**src/rtl/norm_pkg.sv**
```systemverilog
// Shared widths, exponent limits and FSM encoding for the iterative normalizer.
package norm_pkg;

    localparam int EXP_DEF = 8;
    localparam int MAN_DEF = 23;

    typedef enum logic [1:0] {
        IDLE  = 2'd0,
        SHIFT = 2'd1,
        DONE  = 2'd2
    } state_e;

    function automatic int emin_f(input int exp_w);
        return -(1 << (exp_w - 1));
    endfunction

    function automatic int emax_f(input int exp_w);
        return (1 << (exp_w - 1)) - 1;
    endfunction

endpackage

```
**src/rtl/norm_iter.sv**
```systemverilog
// Iterative float normalizer: one left shift per cycle, result out_valid 2+N edges after acceptance.
// Result is held in DONE until out_ready; in_ready only in IDLE.
module norm_iter
    import norm_pkg::*;
#(
    parameter int EXP = EXP_DEF,
    parameter int MAN = MAN_DEF
) (
    input  logic               clk,
    input  logic               rst,
    input  logic               in_valid,
    output logic               in_ready,
    input  logic               s_in,
    input  logic [EXP-1:0]     e_in,
    input  logic [MAN:0]       m_in,
    output logic               out_valid,
    input  logic               out_ready,
    output logic [MAN+EXP:0]   out,
    output logic               out_zero,
    output logic               out_uflow,
    output logic               out_oflow
);

    localparam logic [EXP-1:0] EMIN = EXP'(emin_f(EXP));
    localparam logic [EXP-1:0] EMAX = EXP'(emax_f(EXP));

    state_e           state_q, state_d;
    logic             s_q, s_d;
    logic [EXP-1:0]   e_q, e_d;
    logic [MAN-1:0]   m_q, m_d;
    logic             zero_q, zero_d;
    logic             uflow_q, uflow_d;
    logic             oflow_q, oflow_d;

    always_comb begin
        state_d = state_q;
        s_d     = s_q;
        e_d     = e_q;
        m_d     = m_q;
        zero_d  = zero_q;
        uflow_d = uflow_q;
        oflow_d = oflow_q;
        unique case (state_q)
            IDLE: begin
                if (in_valid) begin
                    state_d = SHIFT;
                    s_d     = s_in;
                    zero_d  = 1'b0;
                    uflow_d = 1'b0;
                    oflow_d = 1'b0;
                    if (m_in[MAN]) begin
                        // Carry out of the adder: renormalize right, saturating at EMAX.
                        if (e_in == EMAX) begin
                            e_d     = EMAX;
                            m_d     = '1;
                            oflow_d = 1'b1;
                        end else begin
                            e_d = e_in + EXP'(1);
                            m_d = m_in[MAN:1];
                        end
                    end else begin
                        e_d = e_in;
                        m_d = m_in[MAN-1:0];
                    end
                end
            end
            SHIFT: begin
                if (m_q == '0) begin
                    state_d = DONE;
                    zero_d  = 1'b1;
                    e_d     = EMIN;
                    s_d     = 1'b0;
                end else if (m_q[MAN-1]) begin
                    state_d = DONE;
                end else if (e_q == EMIN) begin
                    // Exponent floor reached: leave the mantissa denormal.
                    state_d = DONE;
                    uflow_d = 1'b1;
                end else begin
                    m_d = m_q << 1;
                    e_d = e_q - EXP'(1);
                end
            end
            DONE: begin
                if (out_ready) begin
                    state_d = IDLE;
                end
            end
            default: state_d = IDLE;
        endcase
    end

    always_ff @(posedge clk) begin
        if (rst) begin
            state_q <= IDLE;
            s_q     <= 1'b0;
            e_q     <= '0;
            m_q     <= '0;
            zero_q  <= 1'b0;
            uflow_q <= 1'b0;
            oflow_q <= 1'b0;
        end else begin
            state_q <= state_d;
            s_q     <= s_d;
            e_q     <= e_d;
            m_q     <= m_d;
            zero_q  <= zero_d;
            uflow_q <= uflow_d;
            oflow_q <= oflow_d;
        end
    end

    assign in_ready  = (state_q == IDLE);
    assign out_valid = (state_q == DONE);
    assign out       = {s_q, e_q, m_q};
    assign out_zero  = zero_q;
    assign out_uflow = uflow_q;
    assign out_oflow = oflow_q;

endmodule

```
**config.mk**
```make
export PLATFORM = sky130hd
export DESIGN_NAME = norm_iter
export DESIGN_NICKNAME = d
export VERILOG_FILES = /design/src/rtl/norm_pkg.sv /design/src/rtl/norm_iter.sv
export SDC_FILE = /design/constraint.sdc
export NUM_CORES = 1
export LEC_CHECK = 0
export CORE_UTILIZATION = 40
export DETAILED_ROUTE_END_ITERATION = 8
export PLACE_DENSITY = 0.7
export SLEW_MARGIN = 10
export SYNTH_ARGS = -nofsm -noshare
export SYNTH_HDL_FRONTEND = slang
export SYNTH_SLANG_ARGS = --single-unit
export TNS_END_PERCENT = 20
```
**constraint.sdc**
```tcl
create_clock -name clk -period 4.7 [get_ports clk]
set_input_delay 1.175 -clock clk [delete_from_list [all_inputs] [get_ports clk]]
set_output_delay 1.175 -clock clk [all_outputs]
set_load 0.005 [all_outputs]
```
* Word level (Yosys, flattened, before mapping) *
Index checks and enable logic that the tools add are counted.

storage, ports and cells
  logic and storage cells = 66
  register bits = 37
  input bits = 37
  memories = 0
  output and inout port bits = 37
  memory bits (writable) = 0
  latch bits = 0
  memory bits (read-only) = 0

operators by class
  $mul = 0
  eq/ne operators = 14
  divide/modulo/power cells = 0
  shift-type cells = 0
  magnitude comparators = 0
  mux-type cells = 32
  add/subtract/negate cells = 2
  reduce and logical (&&, ||, !) cells = 10
  bitwise operators = 0

operators with widths
  operator                                                                  count
  23-bit two-way mux                                                        5
  8-bit two-way mux                                                         6
  23-bit case mux with 2 select lines                                       1
  23-bit logical NOT                                                        1
  22-bit two-way mux                                                        1
  8-bit case mux with 2 select lines                                        1
  2-bit inequality test (second input constant)                             6
  2-bit two-way mux                                                         5
  5-bit AND reduction                                                       2
  1-bit two-way mux                                                         9
  3-bit AND reduction                                                       3
  8-bit by 1-bit adder with 8-bit output (second input constant)            1
  8-bit by 7-bit equality test with 1-bit output (second input constant)    1
  8-bit equality test (second input constant)                               1
  8-bit by 1-bit subtractor with 8-bit output (second input constant)       1
  3-bit inequality test (second input constant)                             2
  1-bit case mux with 2 select lines                                        3
  2-bit case mux with 3 select lines                                        1
  4-bit inequality test (second input constant)                             1
  4-bit AND reduction                                                       1
  2-bit by 1-bit equality test with 1-bit output (second input constant)    1
  2-bit equality test (second input constant)                               1
  2-bit logical NOT                                                         1
  2-bit by 1-bit inequality test with 1-bit output (second input constant)  1
  2 further kinds                                                           2

* Logic depth before layout (Yosys ltp) *
Gate-level depths: netlist (run 1).

  depth after elaboration = 5
  mapped depth = 9
  gate-level depth less buffers = 7

* Worst setup path before layout (run 1) *
Ideal clock, no wire load.

  path kind = input -> register
  from = input e_in[0]
  to = register e_q[2]
  buffers on the path = 2
  data required time = 4,567 ps
  library setup time = 133 ps
  stages = 8
  setup slack = 2,139 ps
  arrival time = 2,428 ps
  path through = ha_1 > and4_1 > clkbuf_1 > nand2_1 > clkbuf_1 > a21oi_1 > a32oi_1 > a21oi_1

on the way
  longest elaborated chain between the ends = 5
  elaborated cells on any way between the ends = 6
  those cells by class = add/sub (1); eq/ne (1); mux (4)

ends and longest elaborated chain
  element                                                                                                          line                              source
  from (decl)                                                                                                      norm_iter.sv:14                   input logic [EXP-1:0] e_in,
  8-bit by 1-bit adder with 8-bit output / 8-bit by 7-bit equality test with 1-bit output (equally long branches)  norm_iter.sv:58, norm_iter.sv:53
  8-bit two-way mux (*)                                                                                            norm_iter.sv:53                   if (e_in == EMAX) begin
  8-bit two-way mux (*)                                                                                            norm_iter.sv:51                   if (m_in[MAN]) begin
  8-bit two-way mux (*)                                                                                            norm_iter.sv:45                   if (in_valid) begin
  8-bit case mux with 2 select lines (*)                                                                           norm_iter.sv:43                   unique case (state_q)
  to (signal assigned)                                                                                             norm_iter.sv:97                   e_q <= '0;
  to (signal assigned)                                                                                             norm_iter.sv:105                  e_q <= e_d;
  to (decl)                                                                                                        norm_iter.sv:29                   logic [EXP-1:0] e_q, e_d;

Every way passes the cells marked *; elsewhere a longest branch is shown, timed or not. The select of a mux whose other input is x is not followed.
A chain may end at the register's enable or synchronous reset.

* Final worst setup path (run 1) *
  from = input m_in[23]
  to = register e_q[0]

on the way
  longest elaborated chain between the ends = 3

ends and longest elaborated chain
  element                             line             source
  from (decl)                         norm_iter.sv:15  input logic [MAN:0] m_in,
  8-bit two-way mux                   norm_iter.sv:51
  8-bit two-way mux                   norm_iter.sv:45
  8-bit case mux with 2 select lines  norm_iter.sv:43

No other way between the ends. The select of a mux whose other input is x is not followed.

==> summary.md, run 1 <==
| Metric | Value |
|---|---|
| Status | `finished, final reports clean` |
| Synth unique cells | `56` |
| Mapped Area | `2570 µm²` |
| Leak Pwr | `1.40 nW` |
| Cell area after layout | `3430 µm²` |
| Via density | `5.90` |
| Share of cells above drive strength 1 | `0.0579` |
| Commonest non-fill, non-tap cells in the layout | `clkdlybuf4s50_1 (73), mux2i_1 (45), dfxtp_1 (37)` |
| Routability-driven placement congestion ratio | `0.904` |
| Die area | `6760 µm²` |
| Final worst-path setup slack | `1.21 ns` |
| Register area share after synthesis | `0.288` |
| Slew Limit Headroom | `0.382` |
| Top_reg_cell synth | `dfxtp_1` |
| Crit path max-delay cell type | `a2111oi_0` |
| Commonest non-fill, non-tap cell in the layout | `clkdlybuf4s50_1` |
| Comb power frac | `0.435` |
| Int Power | `0.886 mW` |
| DR WL/cell | `between 15 and 20 µm` |
| CP Capture Type | `flip-flop` |
| Setup CP Type | `in -> reg` |
| Maximum VDD drop | `203 µV` |
| Average cell area after synthesis | `7.96 µm²` |
| Fmax | `287 MHz` |
| CTS Buf Count | `5` |
| Worst path required time | `4.91 ns` |
| WP data arrival | `between 3 and 4 ns` |
| Pre-Repair DR Iteration Count | `4` |
| P_sw | `0.498 mW` |
| Die height | `82.2 µm` |
| Vias in the first global route | `2484` |
| Net Count, Synth | `~360` |
| Cells after Synth | `323` |
| CP delay by family, top | `simple AND/OR/NAND/NOR gates` |
| CP Buf/Inv Count | `2` |
| Area growth, synth to finish | `33.5%` |
| Reg clk slew, reported paths | `0.08 ns` |
| Postcts setup bufs | `0` |
| Final nets | `419` |
| Hold Path Depth | `2` |
| Dpl cell area | `3300 µm²` |
| Period utilization | `0.742` |
| Worst clock skew | `between 0.008 and 0.009 ns` |
| Reg power frac | `0.325` |
| Initial antenna violation count | `0` |
| Reg2Reg Depth | `5` |
| Port Buffers | `73` |
| Cts repair resizes | `0` |
| Htree depth | `2` |
| DRC errors left | `0` |
| Die width | `approximately 80 µm` |
| Placed insts | `about 450` |
| Worst min path class | `reg -> reg` |
| YS warnings | `0` |
| Starting Density | `0.424` |
| Iteration-0 DRC Markers | `251` |
| # diodes | `0` |
| Max incr delay on CP | `between 0.6 and 0.7 ns` |
| Post-DRT Antenna Nets | `0` |
| Insertion delay to the later sink of the worst-skew pair | `slightly below 0.3 ns` |
| Final min period | `3.49 ns` |
| Post-DP HPWL | `5.07 mm` |
| Via count | `between 2000 and 3000` |
| Yosys reg bits | `37` |
| Global-route wire length before repair | `between 10 and 15 mm` |
| Sequential cell area | `approximately 740 µm²` |
| Critical Path Stages | `7` |
| Crit path cell chain | `clkdlybuf4s50_1 -> buf_4 -> and4_1 -> nand2_1 -> a2111oi_0 -> a31oi_1 -> o31ai_1` |
| GRT Util Overall | `0.233` |
| GRT overflow | `0` |
| Startpoint Class | `input port` |
| Setup repair after global routing missed its margin | `false` |
| Switching part of the total | `0.360` |
| Number of synthesized flops with an enable pin | `0` |
| Fin Setup TNS | `0 ns` |
| Boundary Pins | `between 70 and 80` |
| Total Routed Length | `a little over 7 mm` |
| Crit-path max FO | `29` |
| Fillers | `561` |
| Setup violators final | `0` |
| DP Worst Slack | `0.952 ns` |
| Final Hold Vio Count | `0` |
| Multi-input gate area | `roughly 1700 µm²` |
| Worst Max-Slew Pin Slew | `0.923 ns` |
| Pwr dens | `approximately 400 nW/µm²` |
| Core area | `6060 µm²` |
| Clock Power Share | `0.240` |
| Rows | `28` |
| FFs w/ async S/R, synth | `0` |
| Max Transition Viols Final | `0` |
| Clock root buffer | `clkbuf_8` |
| Largest net degree at the start of global routing | `44` |
| CTS sink count | `37` |
| Fin cells | `455` |
| Hold-fix buffers at CTS | `0` |
| Clk buf depth | `2` |
| Max-cap viol count | `0` |
| CTS tree | `done` |
-- cell usage after synthesis (2+ instances only) --
cell type / instances / area share
a21o_1: 2 / 0.0058
a21oi_1: 34 / 0.066
a31oi_1: 3 / 0.0073
and3_1: 21 / 0.051
and4_1: 2 / 0.0068
buf_2: 4 / 0.0078
buf_6: 2 / 0.0088
clkbuf_1: 20 / 0.029
dfxtp_1: 37 / 0.29
ha_1: 3 / 0.015
inv_1: 4 / 0.0058
mux2i_1: 45 / 0.18
nand2_1: 32 / 0.047
nand2b_1: 3 / 0.0073
nand3_1: 6 / 0.012
nand3b_1: 2 / 0.0058
nand4_1: 4 / 0.0097
nor2_1: 10 / 0.015
nor2b_1: 3 / 0.0073
nor3_1: 6 / 0.012
nor4_1: 4 / 0.0097
o211ai_1: 2 / 0.0058
o21ai_0: 25 / 0.049
o21ai_1: 7 / 0.014
o22ai_1: 2 / 0.0049
o41ai_1: 2 / 0.0068
or2_1: 2 / 0.0049
or3_1: 3 / 0.0073
or4_1: 4 / 0.012
xnor2_1: 2 / 0.0068
xor2_1: 2 / 0.0068
-- layout make-up --
| type | count | area share |
|---|---|---|
| multi-input cells | 253 | 0.491 |
| flip-flops and latches | 37 | 0.216 |
| repair buffers | 77 | 0.221 |
| inverters | 5 | 0.00546 |
| clock buffers | 5 | 0.0200 |
| clock inverters | 3 | 0.0189 |
| well taps | 75 | 0.0273 |
-- final timing paths --
path	startpoint	end	slack [ns]
setup / recovery	m_in[23]	e_q[0]	1.21
hold / removal	m_q[16]	m_q[16]	0.49
setup reg to reg	m_q[4]	m_q[3]	2.19
hold reg to reg	m_q[16]	m_q[16]	0.49
-- sequential cells by signal, summed over array words and instances (netlist names) --
signal     cells
out_zero       1
m_q           23
out_oflow      1
out_uflow      1
e_q            8
state_q        2
s_q            1
-- power groups by stage --
stage | logic [mW] | clock network [mW] | registers (mW)
after floorplan | 0.373 | 0 | 0.440
after global placement | 0.592 | 0 | 0.453
after detailed placement | 0.596 | 0 | 0.453
after CTS | 0.601 | 0.336 | 0.448
after global routing | 0.670 | 0.354 | 0.460
final | 0.603 | 0.332 | 0.450
-- worst reg2reg max path: cells and delay by family (launching register included) --
kind / cells / cell delay, ns
compound gates: 2 / 0.91
flops: 1 / 0.34
simple gates: 2 / 0.90
mux: 1 / 0.29
-- cell families (layout without fill, tap and decap cells) --
kind of cell	Yosys count	in the layout	synth area share
simple gates	106	106	0.223
compound gates	95	95	0.228
mux	45	45	0.175
flops	37	37	0.288
buf+inv	33	90	0.0574
xor+xnor	4	4	0.0136
fa+ha+maj	3	3	0.0146
-- stage by stage --
| stage | hold slack, ns | power [mW] | utilization |
|---|---|---|---|
| 2_1_floorplan | 0.454 | 0.814 | - |
| 3_3_place_gp | 0.469 | 1.05 | 0.545 |
| 3_5_place_dp | 0.483 | 1.05 | 0.545 |
| 4_1_cts | 0.493 | 1.38 | 0.567 |
| 5_1_grt | 0.515 | 1.48 | 0.567 |
| 6_report | 0.488 | 1.38 | 0.567 |
-- routing by layer --
metal	GRT usage	share of wire	vias to the layer above
met5	0	0	-
met1	0.314	0.46	1261
li1	-	-	1304
met3	0.0440	0.058	13
met4	0.0842	0.017	0
met2	0.367	0.46	107
No activity file was read; power rests on OpenSTA's default activity.
==> run 2: changes to the inputs <==
- PLACE_DENSITY: 0.7 -> 0.73
- clock period: 4.7 -> 3.13 ns (I/O delays scaled with it)
==> summary.md, run 2 (synthesis gave the netlist of run 1 again) <==
| Metric | Value |
|---|---|
| Status | `finished, final reports clean (unchanged)` |
| Area growth, synth to finish | `32.6% (was 33.5%)` |
| Startpoint Class | `input port (unchanged)` |
| Final min period | `2.37 ns` |
| Top sig layer | `met4 (unchanged)` |
| Total Routed Length | `7.32 mm (was 7.25 mm)` |
| Pre-Repair DR Iteration Count | `5 (was 4)` |
| CTS Buf Count | `5 (unchanged)` |
| Crit-path max FO | `4 (was 29)` |
| Crit path max-delay cell type | `or4_1 (was a2111oi_0)` |
| Final Hold Slack | `0.487 ns (was 0.488 ns)` |
| Setup CP Type | `in -> reg (unchanged)` |
| Commonest non-fill, non-tap cells in the layout | `clkdlybuf4s50_1 (73), mux2i_1 (45), dfxtp_1 (37) (unchanged)` |
| CP delay by family, top | `simple AND/OR/NAND/NOR gates (unchanged)` |
| Fin Setup TNS | `0 ns (unchanged)` |
| Die area | `6760 µm² (unchanged)` |
| Biggest regs | `m_q: 23 flops, e_q: 8 flops, state_q: 2 flops (unchanged)` |
| Worst path required time | `3.37 ns (was 4.91 ns)` |
| Crit path cell chain | `clkdlybuf4s50_1 -> ha_1 -> or4_1 -> a311oi_1 -> nand4_1 -> nand3_1 (was clkdlybuf4s50_1 -> buf_4 -> and4_1 -> nand2_1 -> a2111oi_0 -> a31oi_1 -> o31ai_1)` |
| Max-cap viol count | `0 (unchanged)` |
| Post-DRT Antenna Nets | `0 (unchanged)` |
| GRT Util Overall | `0.232 (was 0.233)` |
| Max incr delay on CP | `0.53 ns (was 0.61 ns)` |
| Rows | `28 (unchanged)` |
| Fmax | `422 MHz` |
| Period utilization | `0.758` |
| Setup repair after global routing missed its margin | `false (unchanged)` |
| CTS sink count | `37 (unchanged)` |
| # diodes | `0 (unchanged)` |
| Via count | `2672 (was 2685)` |
| Via density | `5.82 (was 5.90)` |
| Hold-fix buffers at CTS | `0 (unchanged)` |
| Total Power | `1.92 mW (was 1.38 mW)` |
| Max Transition Viols Final | `0 (unchanged)` |
| Insertion delay to the later sink of the worst-skew pair | `0.29 ns (about the same)` |
| Boundary Pins | `74 (unchanged)` |
| Cts repair resizes | `0 (unchanged)` |
| CP Capture Type | `flip-flop (unchanged)` |
| Pwr dens | `562 nW/µm² (was 403 nW/µm²)` |
| Global-route wire length before repair | `12.2 mm (was 12.1 mm)` |
| DP Worst Slack | `0.458 ns (was 0.952 ns)` |
| Slew Limit Headroom | `0.435 (was 0.382)` |
| Maximum VDD drop | `277 µV (was 203 µV)` |
| Commonest non-fill, non-tap cell in the layout | `clkdlybuf4s50_1 (unchanged)` |
| Core area | `6060 µm² (unchanged)` |
| Postcts setup bufs | `0 (unchanged)` |
| CP Buf/Inv Count | `1 (was 2)` |
| WP data arrival | `2.61 ns (was 3.70 ns)` |
| Largest net degree at the start of global routing | `44 (unchanged)` |
| DR WL/cell | `15.9 µm (about the same)` |
| Post-DP HPWL | `5.17 mm (was 5.07 mm)` |
| Final worst-path setup slack | `0.758 ns (was 1.21 ns)` |
| Fin cells | `459 (was 455)` |
| Routed wl met2 | `3.47 mm (was 3.34 mm)` |
| Initial antenna violation count | `0 (unchanged)` |
| Leak Pwr | `1.39 nW (was 1.40 nW)` |
| Clk buf depth | `2 (unchanged)` |
| Worst Max-Slew Pin Slew | `0.848 ns (was 0.923 ns)` |
| Port Buffers | `73 (unchanged)` |
| DRC errors left | `0 (unchanged)` |
| Starting Density | `0.424 (unchanged)` |
| Worst min path class | `reg -> reg (unchanged)` |
| Routed wl met3 | `390 µm (was 418 µm)` |
| Final nets | `423 (was 419)` |
| Routability-driven placement congestion ratio | `0.888 (was 0.904)` |
| Worst R2R Setup Slack | `0.93 ns (was 2.19 ns)` |
| Reg clk slew, reported paths | `0.08 ns (about the same)` |
| Placed insts | `451 (was 447)` |
| Max reg flops | `23 (unchanged)` |
| Worst clock skew | `0.00665 ns (was 0.00865 ns)` |
| Register with the most flip-flops | `m_q (unchanged)` |
| Met1 Wirelength | `3.35 mm (was 3.37 mm)` |
| Setup violators final | `0 (unchanged)` |
| Final Hold Vio Count | `0 (unchanged)` |
| GRT overflow | `0 (unchanged)` |
| Htree depth | `2 (unchanged)` |
| Die height | `82.2 µm (unchanged)` |
| CTS tree | `done (unchanged)` |
| Clock root buffer | `clkbuf_8 (unchanged)` |
| Iteration-0 DRC Markers | `211 (was 251)` |
| Vias in the first global route | `2572 (was 2484)` |
| Die width | `82.2 µm (unchanged)` |
| Share of cells above drive strength 1 | `0.0599 (was 0.0579)` |
==> run 2: changes by cell type in the layout (fill, tap and decap cells not counted), sizes merged <==
cell / previous run / this run
buf: 4 / 8
bufinv: 2 / 0
clkbuf: 5 / 8
clkinv: 2 / 1
==> run 2: layer usage <==
metal | track usage | vias to the layer above
li1 | - | 1319
met1 | 0.302 | 1264
met2 | 0.383 | 80
met3 | 0.0429 | 9
met4 | 0.0825 | 0
met5 | 0 | -
==> run 2: report_power, final <==
part           total, mW  internal, mW  switching [mW]
Clock              0.326         0.158           0.168
Sequential         0.674         0.564           0.110
Combinational      0.915         0.458           0.457
==> run 2: metrics by stage <==
stage          instance area (µm²)   util
6_report                      3410  0.563
4_1_cts                       3410  0.563
3_5_place_dp                  3330  0.550
5_1_grt                       3410  0.563
3_3_place_gp                  3330  0.550
2_1_floorplan                 2570      -
==> run 2: worst paths after layout <==
kind              startpoint  endpoint  cells past startpoint
setup / recovery     e_in[0]    e_q[7]                      6
hold / removal           s_q       s_q                      2
setup reg to reg      e_q[0]    e_q[1]                      7
hold reg to reg          s_q       s_q                      2
==> run 2: area by class of cell <==
class                           instances  area (µm²)
Inverter                                5        18.8
Fill cell                             576        2650
Tap cell                               75        93.8
Clock buffer                            8        80.1
Sequential cell                        37         741
Multi-Input combinational cell        253        1690
Timing Repair Buffer                   81         791
==> run 2: worst reg2reg max path, delay by kind of cell (launching register included) <==
| family | cells | cell delay, ns |
|---|---|---|
| AO/OA/AOI/OAI | 2 | 0.63 |
| adder cells (fa/ha/maj) | 1 | 0.18 |
| AND/OR/NAND/NOR | 3 | 0.81 |
| buffers and inverters | 1 | 0.15 |
| flip-flops | 1 | 0.36 |
==> run 3: changes to the inputs <==
- clock period: 3.13 -> 2 ns (I/O delays scaled with it)
==> summary.md, run 3 (synthesis gave the netlist of run 1 again) <==
| Metric | Value |
|---|---|
| Fillers | `546 (was 576)` |
| CTS sink count | `37 (unchanged)` |
| Area growth, synth to finish | `46.4% (was 32.6%)` |
| Rows | `28 (unchanged)` |
| Via count | `2828 (was 2672)` |
| Worst Max-Slew Pin Slew | `0.461 ns (was 0.848 ns)` |
| Post-DRT Antenna Nets | `0 (unchanged)` |
| Global-route wire length before repair | `12.8 mm (was 12.2 mm)` |
| Final nets | `458 (was 423)` |
| Maximum VDD drop | `480 µV (was 277 µV)` |
| CP Buf/Inv Count | `0 (was 1)` |
| WP data arrival | `2.16 ns (was 2.61 ns)` |
| Worst R2R Setup Slack | `0.09 ns (was 0.93 ns)` |
| Startpoint Class | `flip-flop (was input port)` |
| Pre-Repair DR Iteration Count | `4 (was 5)` |
| Initial antenna violation count | `0 (unchanged)` |
| Critical Path Stages | `5 (was 6)` |
| Max-cap viol count | `0 (unchanged)` |
| Status | `finished, final reports clean (unchanged)` |
| Clock root buffer | `clkbuf_8 (unchanged)` |
| Setup repair after global routing missed its margin | `true (was false)` |
| Postcts setup bufs | `0 (unchanged)` |
| CTS tree | `done (unchanged)` |
| P_sw | `1.22 mW (was 0.735 mW)` |
| Vias in the first global route | `2694 (was 2572)` |
| Post-DP HPWL | `5.72 mm (was 5.17 mm)` |
| CP Capture Type | `flip-flop (unchanged)` |
| Max Transition Viols Final | `0 (unchanged)` |
| GRT Util Overall | `0.245 (was 0.232)` |
| Largest net degree at the start of global routing | `44 (unchanged)` |
| GRT overflow | `0 (unchanged)` |
| Dpl cell area | `3620 µm² (was 3330 µm²)` |
| Pwr dens | `872 nW/µm² (was 562 nW/µm²)` |
| Die width | `82.2 µm (unchanged)` |
| Leak Pwr | `1.60 nW (was 1.39 nW)` |
| Die height | `82.2 µm (unchanged)` |
| Commonest non-fill, non-tap cell in the layout | `clkdlybuf4s50_1 (unchanged)` |
| Hold-fix buffers at CTS | `0 (unchanged)` |
| Crit path max-delay cell type | `or4_1 (unchanged)` |
| Insertion delay to the later sink of the worst-skew pair | `0.29 ns (about the same)` |
| Clock Power Share | `0.166 (was 0.170)` |
| Port Buffers | `73 (unchanged)` |
| Cell area after layout | `3770 µm² (was 3410 µm²)` |
| Setup violators final | `0 (unchanged)` |
| Total Power | `3.29 mW (was 1.92 mW)` |
| Share of cells above drive strength 1 | `0.160 (was 0.0599)` |
| Core area | `6060 µm² (unchanged)` |
| Worst path required time | `2.25 ns (was 3.37 ns)` |
| Die area | `6760 µm² (unchanged)` |
| # diodes | `0 (unchanged)` |
| Int Power | `2.06 mW (was 1.18 mW)` |
| Reg2Reg Depth | `5 (was 7)` |
| Final min period | `1.91 ns` |
| RR Startpoint | `e_q[2] (was e_q[0])` |
| DR WL/cell | `16.1 µm (was 15.9 µm)` |
| Biggest regs | `m_q: 23 flops, e_q: 8 flops, state_q: 2 flops (unchanged)` |
| Worst clock skew | `0.00798 ns (was 0.00665 ns)` |
| Slew Limit Headroom | `0.693 (was 0.435)` |
| Boundary Pins | `74 (unchanged)` |
| Reg-to-reg endpoint | `e_q[6] (was e_q[1])` |
| Source of the critical timing path | `e_q[2] (was e_in[0])` |
| DRC errors left | `0 (unchanged)` |
| Worst min path class | `reg -> reg (unchanged)` |
| Switching part of the total | `0.372 (was 0.384)` |
| Max reg flops | `23 (unchanged)` |
| Register with the most flip-flops | `m_q (unchanged)` |
| Fmax | `between 500 and 600 MHz` |
| CP delay by family, top | `simple AND/OR/NAND/NOR gates (unchanged)` |
| Final Hold Vio Count | `0 (unchanged)` |
| CTS Buf Count | `5 (unchanged)` |
| Comb power frac | `0.522 (was 0.477)` |
| Reg power frac | `0.312 (was 0.352)` |
| Crit-path max FO | `5 (was 4)` |
| Commonest non-fill, non-tap cells in the layout | `clkdlybuf4s50_1 (71), mux2i_1 (45), buf_4 (39) (was clkdlybuf4s50_1 (73), mux2i_1 (45), dfxtp_1 (37))` |
| Clk buf depth | `2 (unchanged)` |
| Crit path cell chain | `or3_4 -> or2_1 -> or4_1 -> a211oi_2 -> a311o_2 (was clkdlybuf4s50_1 -> ha_1 -> or4_1 -> a311oi_1 -> nand4_1 -> nand3_1)` |
| Starting Density | `0.424 (unchanged)` |
| Total Routed Length | `7.95 mm (was 7.32 mm)` |
| Routability-driven placement congestion ratio | `0.909 (was 0.888)` |
| Setup CP Type | `reg -> reg (was in -> reg)` |
| Max incr delay on CP | `0.49 ns (was 0.53 ns)` |
| Via density | `5.74 (was 5.82)` |
| Htree depth | `2 (unchanged)` |
| Setup crit end | `e_q[6] (was e_q[7])` |
| Reg clk slew, reported paths | `0.08 ns (about the same)` |
| Period utilization | `0.956` |
| Iteration-0 DRC Markers | `146 (was 211)` |
==> run 3: changes by cell type in the layout (fill, tap and decap cells not counted), sizes merged <==
| cell | before | now |
|---|---|---|
| dlymetal6s2s | 0 | 1 |
| clkdlybuf4s50 | 73 | 71 |
| dlygate4sd2 | 0 | 1 |
| buf | 8 | 42 |
==> run 3: how the worst min path moves through the flow <==
stage	end	depth (start not counted)	startpoint
6_report	s_q	2	s_q
5_1_grt	m_q[5]	2	m_q[5]
4_1_cts	s_q	2	s_q
3_5_place_dp	s_q	2	s_q
3_3_place_gp	s_q	2	s_q
2_1_floorplan	s_q	2	s_q
==> run 3: routing by layer <==
metal	up-vias	GRT usage	wire length (µm)
met3	8	0.0407	376
met4	0	0.0860	93
li1	1390	-	-
met5	-	0	0
met2	75	0.431	3780
met1	1355	0.299	3700
==> run 3: cell type report <==
cell class                 instances  area, µm²  share of cell area
inverter                           5       18.8             0.00498
timing repair buffer             116       1110               0.295
tap                               75       93.8              0.0249
clock buffer                       7       86.3              0.0229
multi-input combinational        253       1720               0.456
sequential                        37        742               0.197
==> run 3: through the flow <==
stage	hold WS (ns)	TNS (ns)	instances	setup slack (ns)	util
5_1_grt	0.512	-0.0142	493	-0.0142	0.622
6_report	0.482	0	493	0.0879	0.622
3_3_place_gp	0.466	-5.72	485	-0.311	0.598
4_1_cts	0.485	0	492	0.0108	0.614
3_5_place_dp	0.475	-8.72	485	-0.393	0.598
2_1_floorplan	0.454	0	323	0.114	-
==> run 3: worst min-delay path, stage by stage (launching register included) <==
cell and delay, ns:
dfxtp_1 0.31, o21ai_0 0.06, a21oi_1 0.06
==> run 3: power by group through the flow <==
stage	Sequential [mW]	Combinational, mW	Clock (mW)
2_1_floorplan	1.03	0.878	0
3_3_place_gp	1.04	1.66	0
3_5_place_dp	1.04	1.67	0
4_1_cts	1.02	1.69	0.556
5_1_grt	1.05	1.88	0.584
6_report	1.03	1.71	0.545
==> run 3: repair_timing <==
action,4_1_cts,5_1_grt
pin swaps,1,1
gates resized for setup,5,11
endpoints found under the setup margin,5,29
gates cloned,0,1
